### src/rtl/calc1_pkg.sv
// calc1_pkg: command/response codes and driver state shared by the calc1 port driver.
package calc1_pkg;
    localparam logic [3:0] CMD_NOP = 4'd0;
    localparam logic [3:0] CMD_ADD = 4'd1;
    localparam logic [3:0] CMD_SUB = 4'd2;
    localparam logic [3:0] CMD_SHL = 4'd5;
    localparam logic [3:0] CMD_SHR = 4'd6;
    localparam logic [1:0] RESP_NONE = 2'd0;
    localparam logic [1:0] RESP_OK = 2'd1;
    localparam logic [1:0] RESP_ERR = 2'd2;
    localparam logic [1:0] RESP_TMO = 2'd3;
    typedef enum logic [2:0] {S_IDLE, S_SEND1, S_SEND2, S_WAIT, S_HOLD} drv_state_t;
endpackage

### src/rtl/calc1_wait_timer.sv
// calc1_wait_timer: WAIT-cycle counter that flags expiry on its TIMEOUT-th cycle.
module calc1_wait_timer #(
    parameter int TIMEOUT = 16
) (
    input  logic c_clk,
    input  logic reset,
    input  logic clear,
    input  logic enable,
    output logic expire
);
    localparam int W = $clog2(TIMEOUT);
    logic [W-1:0] count;
    assign expire = count == W'(TIMEOUT - 1);
    always_ff @(posedge c_clk) begin
        if (reset || clear)
            count <= '0;
        else if (enable && !expire)
            count <= count + 1'b1;
    end
endmodule

### src/rtl/calc1_port_driver.sv
// calc1_port_driver: serialises one request onto a calc1 port and returns the response,
// with a local timeout and local rejection of NOP commands.
module calc1_port_driver
    import calc1_pkg::*;
#(
    parameter int TIMEOUT = 16,
    parameter int TAG_W = 2
) (
    input  logic             c_clk,
    input  logic             reset,
    input  logic             req_valid,
    output logic             req_ready,
    input  logic [3:0]       req_cmd,
    input  logic [31:0]      req_op1,
    input  logic [31:0]      req_op2,
    input  logic [TAG_W-1:0] req_tag,
    output logic [3:0]       port_cmd,
    output logic [31:0]      port_data,
    input  logic [1:0]       port_resp,
    input  logic [31:0]      port_out_data,
    output logic             rsp_valid,
    input  logic             rsp_ready,
    output logic [1:0]       rsp_resp,
    output logic [31:0]      rsp_data,
    output logic [TAG_W-1:0] rsp_tag,
    output logic             stray_resp
);
    drv_state_t state;
    logic [31:0] op2;
    logic expire;
    assign req_ready = state == S_IDLE;
    calc1_wait_timer #(.TIMEOUT(TIMEOUT)) u_timer (
        .c_clk (c_clk),
        .reset (reset),
        .clear (state != S_WAIT),
        .enable(state == S_WAIT),
        .expire(expire)
    );
    // Port outputs are loaded one state early so they are registered yet on time.
    always_ff @(posedge c_clk) begin
        if (reset) begin
            state      <= S_IDLE;
            op2        <= '0;
            port_cmd   <= '0;
            port_data  <= '0;
            rsp_valid  <= 1'b0;
            rsp_resp   <= RESP_NONE;
            rsp_data   <= '0;
            rsp_tag    <= '0;
            stray_resp <= 1'b0;
        end else begin
            stray_resp <= state != S_WAIT && port_resp != RESP_NONE;
            case (state)
                S_IDLE: if (req_valid) begin
                    op2     <= req_op2;
                    rsp_tag <= req_tag;
                    if (req_cmd == CMD_NOP) begin
                        state     <= S_HOLD;
                        rsp_valid <= 1'b1;
                        rsp_resp  <= RESP_ERR;
                        rsp_data  <= '0;
                    end else begin
                        state     <= S_SEND1;
                        port_cmd  <= req_cmd;
                        port_data <= req_op1;
                    end
                end
                S_SEND1: begin
                    state     <= S_SEND2;
                    port_cmd  <= CMD_NOP;
                    port_data <= op2;
                end
                S_SEND2: begin
                    state     <= S_WAIT;
                    port_data <= '0;
                end
                S_WAIT: if (port_resp != RESP_NONE || expire) begin
                    state     <= S_HOLD;
                    rsp_valid <= 1'b1;
                    rsp_resp  <= port_resp != RESP_NONE ? port_resp : RESP_TMO;
                    rsp_data  <= port_resp != RESP_NONE ? port_out_data : '0;
                end
                S_HOLD: if (rsp_ready) begin
                    state     <= S_IDLE;
                    rsp_valid <= 1'b0;
                end
                default: state <= S_IDLE;
            endcase
        end
    end
endmodule

### config.mk
export PLATFORM = sky130hd
export DESIGN_NAME = calc1_port_driver
export DESIGN_NICKNAME = d
export VERILOG_FILES = /design/src/rtl/calc1_pkg.sv /design/src/rtl/calc1_wait_timer.sv /design/src/rtl/calc1_port_driver.sv
export SDC_FILE = /design/constraint.sdc
export NUM_CORES = 1
export LEC_CHECK = 0
export ABC_CLOCK_PERIOD_IN_PS = 2400
export CAP_MARGIN = 20
export CORE_ASPECT_RATIO = 0.6
export CORE_MARGIN = 8
export CORE_UTILIZATION = 40
export DETAILED_ROUTE_END_ITERATION = 16
export PLACE_DENSITY = 0.75
export SLEW_MARGIN = 30
export SYNTH_ARGS = -nofsm -noshare
export SYNTH_HDL_FRONTEND = slang
export SYNTH_SLANG_ARGS = --single-unit
### constraint.sdc
create_clock -name c_clk -period 2.4 [get_ports c_clk]
set_clock_uncertainty 0.2 [all_clocks]
set_input_delay 0.48 -clock c_clk [delete_from_list [all_inputs] [get_ports c_clk]]
set_output_delay 0.48 -clock c_clk [all_outputs]
set_load 0.03 [all_outputs]
==> flow_summary.json <==
{
  "status": "completed",
  "yosys.cell_types.count": 36,
  "grt_pass1_vias": 4555,
  "synth_area_leaders": "dfxtp_1 53%, a21oi_1 8.0%, o21ai_0 7.0%",
  "hold_class": "reg -> reg",
  "routedWlPerCell_um": 18.0,
  "timing.fmax_mhz": 465,
  "drt_first_pass_iters": 5,
  "fillers": 843,
  "clkPwrFrac_pct": 42.0,
  "critPathLaunchType": "flip-flop",
  "layout.nets": 779,
  "cts_tree": "yes",
  "io_pins": 183,
  "critPathCaptureType": "primary output",
  "fp.dieW_um": 150,
  "path_buf_inv": 1,
  "vias_per_cell": 5.39,
  "ctsHtreeMaxLevel": 4,
  "fin_util_pct": 66.2,
  "dp_slack_ps": -222,
  "vdd_drop_max_mv": 0.574,
  "p_int_mw": 4.09,
  "path_clk_slew_ps": 50,
  "post-route-period-util_pct": 89.6,
  "synth_cells": 482,
  "min_delay_path_depth": 2,
  "relSlewSlack_pct": 46.5,
  "swShare_pct": 27.8,
  "core_region_area_um2": 10500,
  "vias": 4434,
  "slew_viol_final": 0,
  "hpwl_mm": 10.6,
  "wl_mm": 14.8,
  "portBuffers": 182,
  "grt_max_degree": 77,
  "grt_pass1_wl_mm": 23.5,
  "setup-tns-final_ps": 0,
  "hold_viol_final": 0,
  "drc": 0,
  "cpPeakStageDelay_ps": 460,
  "insertion_delay_ps": 400,
  "rows": 29,
  "ant_nets": 0,
  "crit_path_top_delay_cell": "dlygate4sd2_1",
  "crit_family": "buffers and inverters",
  "cts_sinks": 113,
  "start_util_pct": 40.8,
  "placed_area_um2": 6360,
  "yosysWarnings": 0,
  "fin_crit_ps": 2150,
  "place_congestion": 0.836,
  "ctsHoldBuffers": 0,
  "power_switching_mw": 1.58,
  "path_depth": 2,
  "synth-seq-cells": 113,
  "synth_top_area_share_pct": 52.9,
  "required_ps": 1720,
  "drive_gt1_share_pct": 10.8,
  "syn_area_um2": 4280,
  "grt.total_usage_pct": 20.7,
  "cts_inserted_buffers": 17,
  "rsz0062_at_grt": "false",
  "ctsRootBufferMaster": "clkbuf_16",
  "die_y_um": 96.1,
  "crit_arrival_ps": 1470,
  "seq_power_share_pct": 37.3,
  "cellLeakagePower_nw": 2.55,
  "cts_buffer_depth": 2,
  "p_comb_share_pct": 20.7,
  "ff2ff_path_depth": 6,
  "power_mw": 5.67,
  "drv_cap": 0,
  "worst_pin_slew_ps": 803,
  "worstPathCellList": "nor3_1 > dlygate4sd2_1",
  "avgSynthCellArea_um2": 8.88,
  "ys_seq_area_share_pct": 52.9,
  "antenna_found_initial": 0,
  "fp.dieArea_um2": 14400,
  "final.setup.worst_slack_ps": 250,
  "overflow": 0,
  "diodes": 0,
  "cp_max_fo": 8,
  "first_iter_violations": 296,
  "setup_viol": 0,
  "powerDensity_nw_per_um2": 816,
  "fin_area_um2": 6940,
  "synthToLayoutAreaGrowth_pct": 62.2,
  "synth_largest_area_cell": "dfxtp_1",
  "syn_nets": 591,
  "critical_path_class": "reg -> out",
  "r2r_slack_ps": 270
}
## what timing repair did
item                                    4_1_cts  5_1_grt
gates resized for setup                       1        0
endpoints found under the setup margin        1       20
setup buffers                                 0        2
pin swaps                                     0        1
## Yosys cell counts, drive strengths merged
cell type / n
a211oi: 33
a21oi: 68
a22o: 32
a22oi: 4
a2bb2oi: 1
a311oi: 2
a31oi: 1
buf: 15
clkbuf: 30
dfxtp: 113
ha: 1
inv: 1
mux2i: 1
nand2: 71
nand2b: 2
nand3: 3
nand3b: 1
nor2: 20
nor3: 8
nor4: 2
o21ai: 66
o21bai: 1
o2bb2ai: 1
o41a: 1
or3: 1
or4: 1
or4b: 1
xnor2: 1
## per-stage QoR
stage,cells,hold slack [ps]
2_1_floorplan,482,233
3_3_place_gp,787,239
3_5_place_dp,788,245
4_1_cts,820,251
5_1_grt,822,263
6_report,822,250
## final cells by class
cell class                 count  area, um^2  area share [%]
sequential                   113        2260            32.6
timing repair buffer         214        2100            30.3
clock inverter                 9        81.3            1.17
tap                          139         174            2.51
clock buffer                  23         488            7.03
inverter                       1        3.75          0.0541
multi-input combinational    323        1830            26.4
## power by group through the flow
stage               sequential [mW]  combinational, mW  clock [mW]
floorplan                      2.33              0.413           0
global route                   2.13               1.26        2.51
CTS                            2.11               1.17        2.41
global placement               2.14               1.15           0
finish                         2.11               1.17        2.38
detailed placement             2.15               1.17           0
## worst paths after layout
check | from | end
worst max-delay path | state[2] | req_ready
worst min-delay path | op2[6] | op2[6]
worst max register to register | state[2] | rsp_data[24]
worst min register to register | op2[6] | op2[6]
## cells by family (layout without fill, tap and decap cells)
| logic type | Yosys count | in the layout | share of synthesized area [%] |
|---|---|---|---|
| AND/OR/NAND/NOR | 110 | 110 | 11.3 |
| AO/OA/AOI/OAI | 210 | 210 | 30.3 |
| buffers and inverters | 46 | 247 | 4.91 |
| multiplexers | 1 | 1 | 0.234 |
| flip-flops | 113 | 113 | 52.9 |
| XOR/XNOR | 1 | 1 | 0.205 |
| adder cells (fa/ha/maj) | 1 | 1 | 0.292 |
## state kept, by name, summed over array words and instances, names as in the netlist
name / count
port_data: 32
rsp_data: 32
op2: 32
rsp_resp: 2
state: 3
rsp_valid: 1
stray_resp: 1
port_cmd: 4
u_timer.count: 4
rsp_tag: 2
## worst reg2reg max path: cells and delay by family, from the launching register on
family	cells	cell delay [ps]
and+or+nand+nor	3	810
DFF	1	390
buffers and inverters	2	380
AOI/OAI and AO/OA	1	240
## cells in the final DEF, fill, tap and decap left out, types with 2 or more instances in the layout
cell type / netlist / routed
o21ai_1: 6 / 5
a22o_1: 32 / 32
clkdlybuf4s50_1: 0 / 180
clkinvlp_4: 0 / 3
clkinv_2: 0 / 4
o21ai_0: 60 / 60
dfxtp_1: 113 / 113
nand2_1: 70 / 70
nor4_1: 2 / 2
nor3_2: 2 / 2
buf_4: 0 / 28
clkbuf_1: 30 / 2
nor3_1: 6 / 5
a22oi_1: 4 / 4
clkbuf_16: 0 / 17
nand3_1: 3 / 3
clkbuf_8: 0 / 4
a211oi_1: 33 / 33
nor2_1: 18 / 18
buf_12: 0 / 3
nor2_4: 1 / 2
a21oi_1: 68 / 68
## routing by layer
metal,track usage (%),routed length [um],vias up,share of wire (%)
met3,6.71,1240,19,8.4
li1,-,-,2116,-
met5,0,0,-,0
met1,26.7,6520,2112,44
met4,6.60,180,0,1.2
met2,32.4,6870,187,46
(Power assumes the default switching activity.)
